<file path="config.mk">
export PLATFORM = sky130hd
export DESIGN_NAME = mux_key_lut_flat
export DESIGN_NICKNAME = d
export VERILOG_FILES = /design/src/rtl/mux_key_lut_if.sv /design/src/rtl/mux_key_lut.sv /design/src/flat_wrapper.sv
export SDC_FILE = /design/constraint.sdc
export NUM_CORES = 1
export LEC_CHECK = 0
export ABC_CLOCK_PERIOD_IN_PS = 1100
export CAP_MARGIN = 0
export CELL_PAD_IN_SITES_DETAIL_PLACEMENT = 1
export CELL_PAD_IN_SITES_GLOBAL_PLACEMENT = 2
export CORE_AREA = 2 2 39 41
export DETAILED_ROUTE_END_ITERATION = 7
export DIE_AREA = 0 0 41 43
export PLACE_DENSITY = 0.72
export SETUP_SLACK_MARGIN = 0.05
export SLEW_MARGIN = 40
export SYNTH_ARGS = -nofsm -noshare
export SYNTH_HDL_FRONTEND = slang
export SYNTH_SLANG_ARGS = --single-unit
</file>
<file path="constraint.sdc">
create_clock -name clk -period 1.1 [get_ports clk]
set_input_delay 0.22 -clock clk [delete_from_list [all_inputs] [get_ports clk]]
set_output_delay 0.22 -clock clk [all_outputs]
set_load 0.01 [all_outputs]
</file>
<file path="src/rtl/mux_key_lut_if.sv">
// Bus bundle for mux_key_lut: lookup inputs, capture enable and the
// combinational / registered results. The master drives the lookup, the
// slave (the lut itself) returns the selected data.
interface mux_key_lut_if #(
  parameter int NR_KEY   = 2,
  parameter int KEY_LEN  = 1,
  parameter int DATA_LEN = 1
);
  localparam int LUT_W = NR_KEY * (KEY_LEN + DATA_LEN);

  logic [KEY_LEN-1:0]  key;
  logic [DATA_LEN-1:0] default_out;
  logic [LUT_W-1:0]    lut;
  logic                en;
  logic [DATA_LEN-1:0] out;
  logic                hit;
  logic [DATA_LEN-1:0] out_q;
  logic                hit_q;

  modport master (
    output key, default_out, lut, en,
    input  out, hit, out_q, hit_q
  );

  modport slave (
    input  key, default_out, lut, en,
    output out, hit, out_q, hit_q
  );
endinterface

</file>
<file path="src/rtl/mux_key_lut.sv">
// Key-indexed multiplexer: compares the key against NR_KEY packed {key,data}
// pairs (pair 0 at the LSBs) and returns the data of the lowest-index match,
// or default_out when nothing matches. A registered copy of the result is
// captured on clock edges where en is high.
module mux_key_lut #(
  parameter int NR_KEY   = 2,
  parameter int KEY_LEN  = 1,
  parameter int DATA_LEN = 1
) (
  input  logic           clk,
  input  logic           rst_n,
  mux_key_lut_if.slave   bus
);
  localparam int PAIR_LEN = KEY_LEN + DATA_LEN;

  logic [KEY_LEN-1:0]  w_pair_key  [NR_KEY];
  logic [DATA_LEN-1:0] w_pair_data [NR_KEY];
  logic [DATA_LEN-1:0] w_out;
  logic                w_hit;
  logic [DATA_LEN-1:0] r_out_q;
  logic                r_hit_q;

  // Split the packed lut into per-pair key and data fields.
  for (genvar g = 0; g < NR_KEY; g++) begin : g_pair
    assign w_pair_key[g]  = bus.lut[PAIR_LEN*g + DATA_LEN +: KEY_LEN];
    assign w_pair_data[g] = bus.lut[PAIR_LEN*g +: DATA_LEN];
  end

  // Priority select: scan from the highest index down so the lowest-index
  // matching pair is the last one written and therefore wins.
  always_comb begin
    w_out = bus.default_out;
    w_hit = 1'b0;
    for (int i = NR_KEY - 1; i >= 0; i--) begin
      if (w_pair_key[i] == bus.key) begin
        w_out = w_pair_data[i];
        w_hit = 1'b1;
      end else begin
        w_out = w_out;
        w_hit = w_hit;
      end
    end
  end

  // Pipeline copy of the lookup result, captured only when en is high.
  always_ff @(posedge clk or negedge rst_n) begin
    if (!rst_n) begin
      r_out_q <= {DATA_LEN{1'b0}};
      r_hit_q <= 1'b0;
    end else if (bus.en) begin
      r_out_q <= w_out;
      r_hit_q <= w_hit;
    end else begin
      r_out_q <= r_out_q;
      r_hit_q <= r_hit_q;
    end
  end

  assign bus.out   = w_out;
  assign bus.hit   = w_hit;
  assign bus.out_q = r_out_q;
  assign bus.hit_q = r_hit_q;
endmodule

</file>
<file path="src/flat_wrapper.sv">
// flat-port wrapper written by rule: the top's interface ports become plain ports
module mux_key_lut_flat 
#(
  parameter int NR_KEY   = 2,
  parameter int KEY_LEN  = 1,
  parameter int DATA_LEN = 1
)
  (clk, rst_n, bus_key, bus_default_out, bus_lut, bus_en, bus_out, bus_hit, bus_out_q, bus_hit_q);
  mux_key_lut_if #(.NR_KEY(NR_KEY), .KEY_LEN(KEY_LEN), .DATA_LEN(DATA_LEN)) bus_i ();
  input  logic clk;
  input  logic rst_n;
  input wire logic [$bits(bus_i.key)-1:0] bus_key;
  input wire logic [$bits(bus_i.default_out)-1:0] bus_default_out;
  input wire logic [$bits(bus_i.lut)-1:0] bus_lut;
  input wire logic [$bits(bus_i.en)-1:0] bus_en;
  output wire logic [$bits(bus_i.out)-1:0] bus_out;
  output wire logic [$bits(bus_i.hit)-1:0] bus_hit;
  output wire logic [$bits(bus_i.out_q)-1:0] bus_out_q;
  output wire logic [$bits(bus_i.hit_q)-1:0] bus_hit_q;
  assign bus_i.key = bus_key;
  assign bus_i.default_out = bus_default_out;
  assign bus_i.lut = bus_lut;
  assign bus_i.en = bus_en;
  assign bus_out = bus_i.out;
  assign bus_hit = bus_i.hit;
  assign bus_out_q = bus_i.out_q;
  assign bus_hit_q = bus_i.hit_q;
  mux_key_lut #(.NR_KEY(NR_KEY), .KEY_LEN(KEY_LEN), .DATA_LEN(DATA_LEN)) u_core (.clk(clk), .rst_n(rst_n), .bus(bus_i));
endmodule
</file>
==> flow_metrics.tcl, run 1 <==
set metrics [dict create \
    synth_warnings 0 \
    yosysUniqueCellTypes 13 \
    synth_ff_type "dfrtp_1" \
    antenna_found_initial 0 \
    drt_pass1_iterations 2 \
    rsz0062_at_grt "true" \
    clk_pin_slew_worst_paths_ps 30 \
    hold_buffers 0 \
    max_freq_mhz 793 \
    final-hold-violation-count 0 \
    synth_edf_count 0 \
    synth_top_cell_area_share 0.308 \
    vias_per_cell 3.96 \
    worst-setup-path-type "input port to output port" \
    cts_buffer_depth 2 \
    drive_gt1_frac 0.639 \
    finalWorstSetupSlack_ps -161 \
    cts_tree "yes" \
    report.final.slew_viol_count 0 \
    crit_arrival_ps 1040 \
    pre_cts_slack_ps -1010 \
    die_w_um 41 \
    dieArea_um2 1760 \
    die_h_um 43 \
    synth.avg_cell_area_um2 9.57 \
    cts-buffers-inserted 3 \
    switching_share 0.237 \
    maxSlewHeadroom 0.846 \
    area_growth_syn_to_layout_pct 123 \
    netlist_area_um2 163 \
    clk_latency_ps 220 \
    syn_inst 17 \
    nFillCells 167 \
    fin_skew_ps 0 \
    ios 13 \
    netlist_top_cells_area "dfrtp_1 31%, o41ai_2 10%, nor2b_1 7.7%, nor3b_2 7.7%, mux2_2 6.9%" \
    max_cap_viol_count 0 \
    root_buffer "clkbuf_4" \
    grt_pass1_wl_um 848 \
    nets 47 \
    p_comb_frac 0.316 \
    synthArstFlopShare 1.00 \
    critPathMaxFanout 4 \
    coreArea_um2 1380 \
    worstMarginPinSlew_ps 230 \
    ant_nets 0 \
    violations "setup timing" \
    p_seq_frac 0.244 \
    fin_crit_sh 1.15 \
    leakage_nw 0.176 \
    worstSetupStartpointType "input port" \
    track_usage 0.0802 \
    worst_setup_path_end_kind "output port" \
    routedWlPerCell_um 10.8 \
    setup_viol 1 \
    drc 0 \
    grt_pass1_vias 199 \
    intPower_w 0.000272 \
    num_rows 14 \
    status "finished, violations left" \
    yosys-top-cells-count "2 x dfrtp_1, 2 x nor2_1, 2 x nor2b_1, 2 x nor3_1" \
    power_density_nw_per_um2 982 \
    synth_top_area_cell "dfrtp_1" \
    required_ps 880 \
    io_buffers 12 \
    power_w 0.000356 \
    antenna_cells 0 \
    drt_iter0_markers 1 \
    power_frac_clock 0.440 \
    place.gp.congestion 0.601 \
    p_sw_w 0.0000845 \
    cts_sinks 2 \
    htreeDepth 1 \
    peakVddDrop_mv 0.310 \
    gr-total-overflow 0 \
    hp-class "input port to async pin" \
    synthesis.nets 26 \
    vias 206 \
    drt-total-wl_um 559 \
    initial_utilization 0.118 \
    ys_seq_elements 2 \
    ys_seq_area_frac 0.308 \
    grt_max_degree 5 \
    period_minus_slack_ps 1260 \
]
## kinds of logic after synthesis
family          share of synthesized area
mux                                0.0692
buf+inv                            0.0231
simple gates                        0.385
compound gates                      0.215
flops                               0.308
## state kept, by name, indices dropped and copies added (netlist names)
| signal | flops |
|---|---|
| u_core.bus.hit_q | 1 |
| u_core.bus.out_q | 1 |
## layout make-up
class                   instances  area [um^2]  share of cell area
repair buffers                 16          138               0.379
multi-input cells              14          129               0.355
flip-flops and latches          2         50.0               0.138
clock buffers                   3         22.5              0.0621
well taps                      16         20.0              0.0552
inverters                       1         3.75              0.0103
## power by group through the flow
stage               combinational (W)  sequential (W)  clock [W]
global route                 0.000124       0.0000881   0.000167
finish                       0.000113       0.0000869   0.000157
CTS                          0.000117       0.0000875   0.000168
floorplan                   0.0000383       0.0000919          0
global placement             0.000119       0.0000872          0
detailed placement           0.000121       0.0000882          0
## path summary, 6_finish.rpt
path | to | slack, ps | from | depth (start not counted)
max in group asynchronous | u_core.bus.out_q$_DFFE_PN0P_ | 810 | rst_n | 1
hold / removal | u_core.bus.hit_q$_DFFE_PN0P_ | 170 | rst_n | 1
setup reg to reg | u_core.bus.hit_q$_DFFE_PN0P_ | 350 | u_core.bus.hit_q$_DFFE_PN0P_ | 1
min in group clk | u_core.bus.hit_q$_DFFE_PN0P_ | 410 | bus_lut[3] | 4
hold reg to reg | u_core.bus.out_q$_DFFE_PN0P_ | 480 | u_core.bus.out_q$_DFFE_PN0P_ | 2
setup / recovery | bus_out | -160 | bus_lut[3] | 5
## through the flow
| stage | area, um^2 | std cells | utilization | setup TNS (ps) | hold WS [ps] |
|---|---|---|---|---|---|
| after floorplan | 168 | 17 | - | 0 | -75.6 |
| after global placement | 330 | 48 | 0.239 | -2600 | 392 |
| after detailed placement | 330 | 48 | 0.239 | -2670 | 392 |
| after CTS | 364 | 52 | 0.263 | -179 | 158 |
| after global routing | 363 | 52 | 0.262 | -202 | 174 |
| final | 363 | 52 | 0.262 | -161 | 166 |
## repair_timing
| action | 4_1_cts | 5_1_grt |
|---|---|---|
| setup endpoints to repair | 6 | 4 |
| buffers inserted | 1 | 0 |
| gates cloned | 0 | 0 |
| pin swaps | 3 | 5 |
| resized for setup | 35 | 9 |
## placed cells by master, fill, tap and decap left out, drive strengths merged
master          n
dlygate4sd2     1
dfrtp           2
o41ai           1
nor2            2
buf            10
and2b           1
o21ba           1
dlymetal6s2s    1
nor3b           1
nor3            2
and3b           1
clkdlybuf4s50   2
mux2            1
inv             1
a22o            1
nor2b           2
clkbuf          5
nand2           1
## worst max-delay path: stages
cell and delay (ps):
buf_8 100, and3b_2 220, o21ba_4 200, nor3_2 160
buf_2 150
## metal layers
metal  wire [um]  global-route usage  vias to the layer above
li1            -                   -                      101
met1         220              0.0833                       90
met2         243               0.103                       13
met3          82              0.0628                        2
met4          12              0.0600                        0
met5           0                   0                        -
No activity file was read; power rests on OpenSTA's default activity.
==> inputs of run 2 (changes only) <==
--- a/config.mk
+++ b/config.mk
@@ -6,7 +6,6 @@
 export NUM_CORES = 1
 export LEC_CHECK = 0
 export ABC_CLOCK_PERIOD_IN_PS = 1100
-export CAP_MARGIN = 0
 export CELL_PAD_IN_SITES_DETAIL_PLACEMENT = 1
 export CELL_PAD_IN_SITES_GLOBAL_PLACEMENT = 2
 export CORE_AREA = 2 2 39 41
==> results of run 2 <==
The final DEF is identical to that of run 1; final timing and power are the same.
